## src/rtl/regfile_wb_arbiter.sv

```systemverilog
// Writeback arbiter: shares the register-file write port between the ALU (A) and load (B) results,
// stages the winner for one cycle and exposes that staged write for decode-stage forwarding.
module regfile_wb_arbiter #(
    parameter int XLEN       = 32,
    parameter int AW         = 5,
    parameter int FIXED_PRIO = 0
) (
    input  logic            clk,
    input  logic            rst,
    input  logic            a_valid,
    input  logic [AW-1:0]   a_rd,
    input  logic [XLEN-1:0] a_data,
    output logic            a_ready,
    input  logic            b_valid,
    input  logic [AW-1:0]   b_rd,
    input  logic [XLEN-1:0] b_data,
    output logic            b_ready,
    output logic            reg_write,
    output logic [AW-1:0]   rd,
    output logic [XLEN-1:0] rd_data,
    input  logic [AW-1:0]   q_rs1,
    input  logic [AW-1:0]   q_rs2,
    output logic            fwd_rs1_hit,
    output logic            fwd_rs2_hit,
    output logic [XLEN-1:0] fwd_data,
    output logic [15:0]     conflict_cnt
);

    localparam logic [15:0] CNT_MAX = 16'hFFFF;

    function automatic logic [15:0] sat_inc(input logic [15:0] v);
        return (v == CNT_MAX) ? v : v + 16'd1;
    endfunction

    logic            rr_b_p0;
    logic            conflict;
    logic            grant_a;
    logic            grant_b;
    logic            granted;
    logic [AW-1:0]   gnt_rd;
    logic [XLEN-1:0] gnt_data;
    logic [15:0]     cnt_p1;
    logic            vld_p1;
    logic [AW-1:0]   rd_p1;
    logic [XLEN-1:0] data_p1;

    // Stage 0: combinational grant from the request valids and the round-robin pointer
    assign conflict = a_valid && b_valid;

    always_comb begin
        grant_a = 1'b0;
        grant_b = 1'b0;
        if (rst) begin
            if (conflict) begin
                if (FIXED_PRIO != 0 || !rr_b_p0) begin
                    grant_a = 1'b1;
                end else begin
                    grant_b = 1'b1;
                end
            end else begin
                grant_a = a_valid;
                grant_b = b_valid;
            end
        end
    end

    assign granted  = grant_a || grant_b;
    assign gnt_rd   = grant_b ? b_rd   : a_rd;
    assign gnt_data = grant_b ? b_data : a_data;
    assign a_ready  = grant_a;
    assign b_ready  = grant_b;

    // The pointer only moves on a conflict, and then it points at the port that lost.
    always_ff @(posedge clk or negedge rst) begin
        if (!rst) begin
            rr_b_p0 <= 1'b0;
        end else if (conflict) begin
            rr_b_p0 <= grant_a;
        end
    end

    always_ff @(posedge clk or negedge rst) begin
        if (!rst) begin
            cnt_p1 <= 16'd0;
        end else if (conflict) begin
            cnt_p1 <= sat_inc(cnt_p1);
        end
    end

    // Stage 1: registered write stage; x0 targets are accepted but never raise the write enable
    always_ff @(posedge clk or negedge rst) begin
        if (!rst) begin
            vld_p1  <= 1'b0;
            rd_p1   <= '0;
            data_p1 <= '0;
        end else begin
            vld_p1 <= granted && (gnt_rd != '0);
            if (granted) begin
                rd_p1   <= gnt_rd;
                data_p1 <= gnt_data;
            end
        end
    end

    assign reg_write    = vld_p1;
    assign rd           = rd_p1;
    assign rd_data      = data_p1;
    assign conflict_cnt = cnt_p1;

    assign fwd_rs1_hit = vld_p1 && (rd_p1 == q_rs1) && (q_rs1 != '0);
    assign fwd_rs2_hit = vld_p1 && (rd_p1 == q_rs2) && (q_rs2 != '0);
    assign fwd_data    = data_p1;

endmodule
```

## config.mk

```make
export PLATFORM = sky130hd
export DESIGN_NAME = regfile_wb_arbiter
export DESIGN_NICKNAME = d
export VERILOG_FILES = /design/src/rtl/regfile_wb_arbiter.sv
export SDC_FILE = /design/constraint.sdc
export NUM_CORES = 1
export LEC_CHECK = 0
export CAP_MARGIN = 20
export CORE_MARGIN = 3
export CORE_UTILIZATION = 37
export CTS_CLUSTER_DIAMETER = 30
export DETAILED_ROUTE_END_ITERATION = 8
export PLACE_DENSITY = 0.86
export SLEW_MARGIN = 20
export SYNTH_ARGS = -nofsm -noshare
export SYNTH_HDL_FRONTEND = slang
export SYNTH_SLANG_ARGS = --single-unit
```

## constraint.sdc

```tcl
create_clock -name clk -period 1.9 [get_ports clk]
set_input_delay 0.19 -clock clk [delete_from_list [all_inputs] [get_ports clk]]
set_output_delay 0.19 -clock clk [all_outputs]
set_load 0.05 [all_outputs]
```

==> flow_summary_export.csv, run 1 <==
group,metric,value,unit
critical_path,cp.buffers_inverters,1,
finish,drive_gt1_share,10.5,%
synth,yosysMostFrequentCell,"dfrtp_1",
finish,stdcell_count,520,
pwr,p_int,2600,uW
critical_path,cp_cell_sequence,"clkdlybuf4s50_1",
pwr,clkPwrFrac,16.6,%
min_path,hold_class,"input pin to asynchronous set/reset pin",
synth,synth_top_area_share,48.5,%
critical_path,crit_fanout,5,
finish,register_area,1380,um^2
sta,rsz0062_at_grt,"no",
floorplan,start_util,38.7,%
finish,synthToLayoutAreaGrowth,68.4,%
clocking,cts_buffer_depth,2,
floorplan,num_rows,31,
clocking,cts-root-buf,"clkbuf_8",
synth,avgSynthCellArea,10.7,um^2
sta,slew_viol_final,0,
drt,vias,2699,
job,drv_cap,0,
synth,synth_ff_type,"dfrtp_1",
synth,synth_edf_count,0,
finish,diodes,0,
synth,synthArstFlopShare,100,%
finish,multi_input_area,1080,um^2
pwr,power.leakage,0.00212,uW
clocking,cts_tree,"yes",
placement,hpwl,6910,um
sta,finalClockSkew,8.03,ps
global_routing,grt_max_degree,31,
placement,place_congestion,0.803,
critical_path,cp_slowest_stage_delay,850,ps
drt,wire_per_inst,17.3,um
critical_path,cp-start-kind,"flip-flop",
global_routing,grt_pass1_wl,14000,um
synth,yosys_warnings,0,
synth,synthTopCellsByArea,"dfrtp_1, a222oi_1, buf_4, inv_1, xor2_1",
synth,synthDistinctLibCells,36,
clocking,post-cts-setup-buffer-count,0,
global_routing,grt_antenna_before_repair,0,
synth,yosys.area.top_type,"dfrtp_1",
drt,drtIter0Drc,256,
floorplan,fp.dieW,93.6,um
synth,ys_ff_latch,55,
synth,syn_nets,355,
clocking,clk_latency,300,ps
floorplan,coreArea,7330,um^2
drt,firstDrtPassIters,9,
critical_path,required,1710,ps
sta,setup_violations,0,
global_routing,grt_usage,20.0,%
pwr,power.switching,2090,uW
clocking,htree_levels,2,
placement,io_buffer_count,177,
critical_path,worstSetupEndpointType,"primary output",
pwr,seqPwrFrac,34.1,%
drt,vias_per_cell,5.19,
pwr,powerDensity,981,nW/um^2
placement,dp_cells,511,
floorplan,die-area,8760,um^2
sta,min_period,1820,ps
pwr,vdd_drop_max,0.000768,V
synth,yosysSeqAreaShare,48.5,%
critical_path,crit_type,"flip-flop to primary output",
critical_path,worst_ep_arrival_time,1630,ps
critical_path,crit_family,"buffers and inverters",
sta,fin_crit_sh,95.9,%
sta,tns,0,ps
global_routing,grt_pass1_vias,2781,
clocking,clock-sinks,55,
floorplan,die_y,93.6,um
drt,drt_drc_violations_left,0,
synth,syn_inst,266,
drt,drtAntennaViolNets,0,
clocking,path_clk_slew,100,ps
sta,tightest_slew,542,ps
sta,hold_viol_final,0,
synth,synth.top_cells.by_count,"dfrtp_1, inv_1, a222oi_1, buf_4, nand2_1",
finish,fin_nets,509,
sta,max_freq,0.549,GHz
pwr,switching_share,44.6,%
finish,nFillCells,573,
clocking,cts-buffers-inserted,5,
floorplan,io-pin-count,178,
sta,slew-limit-headroom,63.8,%
critical_path,critPathSlowestCell,"clkdlybuf4s50_1",
status,status,"complete, no violations",
drt,wirelength,9010,um
synth,netlist_area,2840,um^2
global_routing,overflow,0,
pwr,pwr-share-comb,49.3,%
kinds of logic (layout without fill, tap and decap cells):
family / count (synthesis) / after routing / share of synthesized area (%)
and+or+nand+nor: 55 / 55 / 12.7
xor gates and xnor gates: 21 / 21 / 6.48
buffers and inverters: 77 / 232 / 14.5
muxes: 7 / 7 / 2.56
adders and majority gates: 1 / 1 / 0.441
DFF: 55 / 55 / 48.5
AOI/OAI and AO/OA: 50 / 50 / 14.9
path summary, 6_finish.rpt:
path | start | endpoint | slack (ps) | cells after the start
max in group asynchronous | rst | conflict_cnt[9] | 1040 | 3
max | rd[0] | rd[0] | 80 | 1
min | rst | rr_b_p0 | 240 | 2
min reg2reg | conflict_cnt[0] | conflict_cnt[0] | 520 | 1
min in group clk | a_data[16] | fwd_data[16] | 490 | 3
max reg2reg | conflict_cnt[0] | conflict_cnt[14] | 140 | 5
sequential cells by signal (all words and copies together) (netlist names):
signal	cells
fwd_data	32
conflict_cnt	16
rd	5
reg_write	1
rr_b_p0	1
power groups by stage:
stage	Clock (uW)	Sequential [uW]	Combinational (uW)
floorplan	0	2240	865
global placement	0	1600	2280
detailed placement	0	1620	2320
CTS	805	1600	2330
global route	843	1630	2420
finish	778	1600	2310
placed cells by master, fill, tap and decap left out, types with 3 or more instances in the layout:
master	count
clkdlybuf4s50_1	170
dfrtp_1	51
inv_1	34
a222oi_1	32
nand2_1	16
xor2_1	13
buf_4	9
xnor2_1	8
o21ai_0	7
buf_12	7
nor3_1	6
nand3_1	6
nor2_1	5
nor4_1	5
mux2i_1	5
clkbuf_8	5
a21oi_1	4
dfrtp_2	4
nand4_1	3
final cells by class:
| class | count | area share, % |
|---|---|---|
| clock buffers | 5 | 1.44 |
| clock inverters | 3 | 0.916 |
| inverters | 34 | 2.67 |
| multi-input cells | 134 | 22.7 |
| flip-flops and latches | 55 | 28.9 |
| well taps | 99 | 2.59 |
| repair buffers | 190 | 40.8 |
per-stage QoR:
| stage | utilization (%) | hold slack (ps) | setup slack [ps] | power (uW) | cell area, um^2 |
|---|---|---|---|---|---|
| CTS | 65.1 | 238 | 21.5 | 4730 | 4770 |
| global route | 65.2 | 226 | 25.6 | 4890 | 4780 |
| detailed placement | 63.5 | 30.2 | 112 | 3940 | 4650 |
| floorplan | - | -106 | 2.68 | 3100 | 2850 |
| finish | 65.2 | 236 | 78.6 | 4690 | 4780 |
| global placement | 63.5 | 27.7 | 159 | 3890 | 4650 |
what timing repair did:
item,in CTS,in global routing
endpoints found under the setup margin,0,2
endpoints found under the hold margin,1,0
gates resized for setup,0,2
hold buffers,1,0
layer usage:
metal,routed length (um),track usage (%),vias to the layer above
met4,86,3.37,0
met5,0,0,-
li1,-,-,1251
met2,4800,36.5,111
met3,573,3.94,8
met1,3550,24.7,1329
Power figures use the tool's default switching activity.
==> run 2, diff against run 1 <==
- SETUP_SLACK_MARGIN: not set -> 0.1
==> run 2 against run 1 <==
  * Maximum frequency increased by 4.0%
  * Combinational power about the same
  * Worst hold slack got worse by 93 ps
  * Sequential share of layout area increased by 0.27 points
  * Utilization increased by 0.22 points
  * Power decreased by 1.0%
  * Via count increased by 0.30%
  * Clock skew decreased by 2.7 ps
  * Critical path depth unchanged
  * Routed wire length increased by 0.23%
  * Register-to-register slack improved by 80 ps
  * Critical endpoint is now conflict_cnt[9]
==> flow_summary_export.csv, run 2 (synthesis gave the netlist of run 1 again) <==
group,metric,value,unit
clocking,cts_buffer_depth,2,
job,drv_cap,0,
sta,rsz0062_at_grt,"yes",
critical_path,crit_family,"buffers and inverters",
finish,drive_gt1_share,14.3,%
pwr,seqPwrFrac,35.1,%
global_routing,grt_antenna_before_repair,0,
pwr,p_int,2550,uW
critical_path,timing.rr.end,"conflict_cnt[14]",
clocking,clock-sinks,55,
sta,slew-limit-headroom,56.5,%
global_routing,overflow,0,
pwr,power.switching,2090,uW
clocking,path_clk_slew,90,ps
finish,final_cell_mix,"clkdlybuf4s50_1, dfrtp_1, inv_1",
floorplan,io-pin-count,178,
clocking,htree_levels,2,
placement,place_congestion,0.835,
clocking,cts-root-buf,"clkbuf_8",
critical_path,regToRegSetupSlack,220,ps
sta,fin_crit_sh,92.1,%
drt,firstDrtPassIters,6,
finish,largest_reg_flops,32,
pwr,clkPwrFrac,15.0,%
global_routing,grt_max_degree,53,
clocking,cts_tree,"yes",
critical_path,critPathSlowestCell,"clkdlybuf4s50_1",
clocking,cts-buffers-inserted,5,
pwr,switching_share,45.0,%
min_path,hold_class,"input pin to asynchronous set/reset pin",
drt,wire_per_inst,17.4,um
placement,dp_cells,510,
global_routing,grt_pass1_wl,13900,um
floorplan,start_util,38.7,%
drt,wirelength,9030,um
critical_path,worstSetupEndpointType,"primary output",
critical_path,cp-start-kind,"flip-flop",
floorplan,fp.dieW,93.6,um
floorplan,die_y,93.6,um
finish,synthToLayoutAreaGrowth,69.0,%
sta,min_period,1750,ps
drt,drtAntennaViolNets,0,
critical_path,rr_worst_depth,5,
sta,max_freq,0.571,GHz
pwr,powerDensity,967,nW/um^2
finish,final_common_cell,"clkdlybuf4s50_1",
floorplan,coreArea,7330,um^2
drt,drt_drc_violations_left,0,
drt,vias,2707,
critical_path,cp.buffers_inverters,1,
critical_path,cp_slowest_stage_delay,830,ps
critical_path,crit_type,"flip-flop to primary output",
finish,fin_nets,508,
pwr,pwr-share-comb,50.0,%
global_routing,grt_usage,19.9,%
floorplan,num_rows,31,
sta,setup_violations,0,
placement,io_buffer_count,177,
sta,tns,0,ps
critical_path,required,1710,ps
drt,vias_per_cell,5.22,
pwr,vdd_drop_max,0.000643,V
critical_path,cp_cell_sequence,"clkdlybuf4s50_1",
pwr,power.leakage,0.00214,uW
placement,hpwl,6840,um
finish,stdcell_count,519,
sta,finalClockSkew,5.32,ps
finish,diodes,0,
sta,tightest_slew,652,ps
sta,slew_viol_final,0,
global_routing,grt_pass1_vias,2871,
critical_path,crit_fanout,5,
clocking,clk_latency,300,ps
status,status,"complete, no violations",
critical_path,worstReg2RegStart,"conflict_cnt[0]",
drt,drtIter0Drc,229,
finish,nFillCells,545,
floorplan,die-area,8760,um^2
critical_path,worst_ep_arrival_time,1560,ps
sta,hold_viol_final,0,
-- run 2: cell types whose count changed in the layout (fill, tap and decap cells not counted), moves of 2 or more --
cell	delta
dlymetal6s2s_1	+3
dlygate4sd2_1	+3
nor3_2	+2
dfrtp_1	-14
nor3_1	-2
clkbuf_8	+2
clkdlybuf4s50_1	-6
dfrtp_2	+14
-- run 2: worst max-delay path by stage --
stage | start | endpoint | slack, ps | cells after the start
6_report | conflict_cnt[9] | conflict_cnt[9] | 150 | 1
3_3_place_gp | b_valid | conflict_cnt[14] | 180 | 5
4_1_cts | rd[2] | rd[2] | 100 | 1
2_1_floorplan | rd[2] | fwd_rs1_hit | 90 | 3
3_5_place_dp | b_valid | conflict_cnt[10] | 40 | 5
5_1_grt | rd[2] | fwd_rs2_hit | 50 | 5
-- run 2: per-layer routing --
metal	up-vias	share of wire, %	track usage [%]
met5	-	0	0
met4	0	0.86	4.09
met3	8	9.6	5.87
met2	150	51	35.8
met1	1308	38	23.6
li1	1241	-	-
-- run 2: power by group through the flow --
stage / Clock (uW) / Sequential [uW] / Combinational [uW]
finish: 694 / 1630 / 2320
global route: 756 / 1660 / 2430
CTS: 717 / 1630 / 2330
detailed placement: 0 / 1640 / 2330
global placement: 0 / 1640 / 2290
floorplan: 0 / 2260 / 873
-- run 2: through the flow --
step / total power [uW] / instance area (um^2) / setup slack [ps] / util, % / hold WS [ps]
final: 4640 / 4800 / 149 / 65.4 / 143
after CTS: 4670 / 4770 / 101 / 65.1 / 154
after global placement: 3930 / 4660 / 175 / 63.6 / 44.1
after detailed placement: 3970 / 4660 / 38.7 / 63.6 / 43.4
after global routing: 4850 / 4800 / 54.0 / 65.4 / 191
after floorplan: 3130 / 2880 / 91.1 / - / -106
-- run 2: area by class of cell --
class	instances	area (um^2)	area share (%)
flip-flops and latches	55	1400	29.2
repair buffers	189	1930	40.3
clock buffers	8	100	2.09
inverters	34	128	2.66
multi-input cells	134	1110	23.2
well taps	99	124	2.58
-- run 2: what timing repair did --
| item | CTS | global route |
|---|---|---|
| resized for setup | 4 | 9 |
| buffers inserted | 0 | 0 |
| hold endpoints to repair | 3 | 0 |
| setup endpoints to repair | 4 | 13 |
| hold buffers | 1 | 0 |
==> run 3, diff against run 2 <==
- CORE_UTILIZATION: 37 -> 40
- PLACE_DENSITY: 0.86 -> 0.92
- clock period: 1.9 -> 2.04 ns (I/O delays scaled with it)
==> run 3 against run 2 <==
  * Sequential share of layout area decreased by 0.099 points
  * Non-clock buffer count decreased by 3
  * Critical path depth unchanged
  * Global-route usage increased by 1.0 points
  * Register-to-register slack about the same
  * Clock skew decreased by 2.2 ps
  * First-iteration DRC count increased by 7.4%
  * Largest power group unchanged
==> flow_summary_export.csv, run 3 (synthesis gave the netlist of run 1 again) <==
group,metric,value,unit
status,status,"complete, no violations",
clocking,clock-sinks,55,
finish,diodes,0,
global_routing,grt_max_degree,55,
sta,max_freq,0.530,GHz
finish,final_cell_mix,"clkdlybuf4s50_1, dfrtp_1, inv_1",
placement,placed_area,4620,um^2
placement,place_congestion,0.891,
drt,drtIter0Drc,246,
clocking,htree_levels,2,
finish,stdcell_count,513,
clocking,cts_resized,0,
job,drv_cap,0,
sta,holdWs,263,ps
critical_path,worst_ep_arrival_time,1680,ps
finish,drive_gt1_share,9.11,%
sta,tns,0,ps
global_routing,grt_usage,20.9,%
floorplan,io-pin-count,178,
clocking,cts_buffer_depth,2,
global_routing,overflow,0,
sta,tightest_slew,683,ps
critical_path,cp.buffers_inverters,1,
critical_path,cp_slowest_stage_delay,880,ps
global_routing,grt_pass1_vias,2764,
finish,nFillCells,520,
sta,slew-limit-headroom,54.5,%
critical_path,crit_family,"buffers and inverters",
pwr,power.leakage,0.00208,uW
critical_path,crit_type,"flip-flop to primary output",
min_path,hold_class,"input pin to asynchronous set/reset pin",
critical_path,cp-start-kind,"flip-flop",
sta,setup_violations,0,
floorplan,coreArea,6830,um^2
finish,fin_nets,505,
drt,drtAntennaViolNets,0,
clocking,path_clk_slew,90,ps
pwr,powerDensity,921,nW/um^2
finish,synthToLayoutAreaGrowth,67.2,%
placement,hpwl,6630,um
floorplan,die_y,90.2,um
pwr,vdd_drop_max,0.000569,V
critical_path,cp_cell_sequence,"clkdlybuf4s50_1",
placement,dp_cells,504,
critical_path,regToRegSetupSlack,230,ps
sta,hold_viol_final,0,
drt,firstDrtPassIters,7,
critical_path,crit_fanout,7,
finish,largest_reg_flops,32,
drt,wirelength,8620,um
critical_path,required,1840,ps
clocking,clk_latency,300,ps
drt,wire_per_inst,16.8,um
clocking,cts-root-buf,"clkbuf_8",
sta,min_period,1890,ps
finish,utilization,69.4,%
finish,final_common_cell,"clkdlybuf4s50_1",
sta,finalClockSkew,3.15,ps
floorplan,start_util,41.5,%
critical_path,critPathSlowestCell,"clkdlybuf4s50_1",
sta,rsz0062_at_grt,"no",
clocking,cts-buffers-inserted,5,
global_routing,grt_pass1_wl,14100,um
clocking,cts_tree,"yes",
sta,slew_viol_final,0,
drt,drt_drc_violations_left,0,
global_routing,grt_antenna_before_repair,0,
critical_path,worstSetupEndpointType,"primary output",
placement,io_buffer_count,177,
drt,vias_per_cell,5.24,
floorplan,fp.dieW,90.2,um
floorplan,die-area,8140,um^2
finish,postLayoutCellArea,4740,um^2
sta,fin_crit_sh,92.5,%
floorplan,num_rows,30,
drt,vias,2689,
-- run 3: layout make-up --
class | instances | area (um^2) | share of cell area, %
sequential | 55 | 1380 | 29.1
tap | 96 | 120 | 2.53
multi-input combinational | 134 | 1080 | 22.9
clock buffer | 6 | 82.6 | 1.74
inverter | 34 | 128 | 2.69
clock inverter | 2 | 35.0 | 0.739
timing repair buffer | 186 | 1910 | 40.4
-- run 3: layer usage --
layer  part of all wire, %  track usage (%)
met1                    40             26.2
met2                    52             37.2
met3                   7.2             4.60
met4                  0.74             4.21
met5                     0                0
-- run 3: power breakdown --
| part | internal [uW] | total, uW | switching, uW |
|---|---|---|---|
| clock | 398 | 734 | 337 |
| combinational | 778 | 2140 | 1360 |
| sequential | 1270 | 1490 | 220 |
| total | 2450 | 4370 | 1920 |
-- run 3: through the flow --
step           total power (uW)  worst slack [ps]
2_1_floorplan              2890               129
3_3_place_gp               3610               282
3_5_place_dp               3660               189
4_1_cts                    4420               130
5_1_grt                    4560               102
6_report                   4370               154
-- run 3: final timing paths --
check | startpoint | end | depth (start not counted)
worst max-delay path | conflict_cnt[4] | conflict_cnt[4] | 1
worst min-delay path | rst | rr_b_p0 | 2
worst max register to register | conflict_cnt[0] | conflict_cnt[14] | 5
worst min register to register | conflict_cnt[0] | conflict_cnt[0] | 1
max in group asynchronous | rst | conflict_cnt[1] | 3
min in group clk | a_data[23] | fwd_data[23] | 3
-- run 3: repair_timing --
action                    4_1_cts  5_1_grt
hold endpoints to repair        1        0
buffers inserted                0        0
hold buffers                    1        0
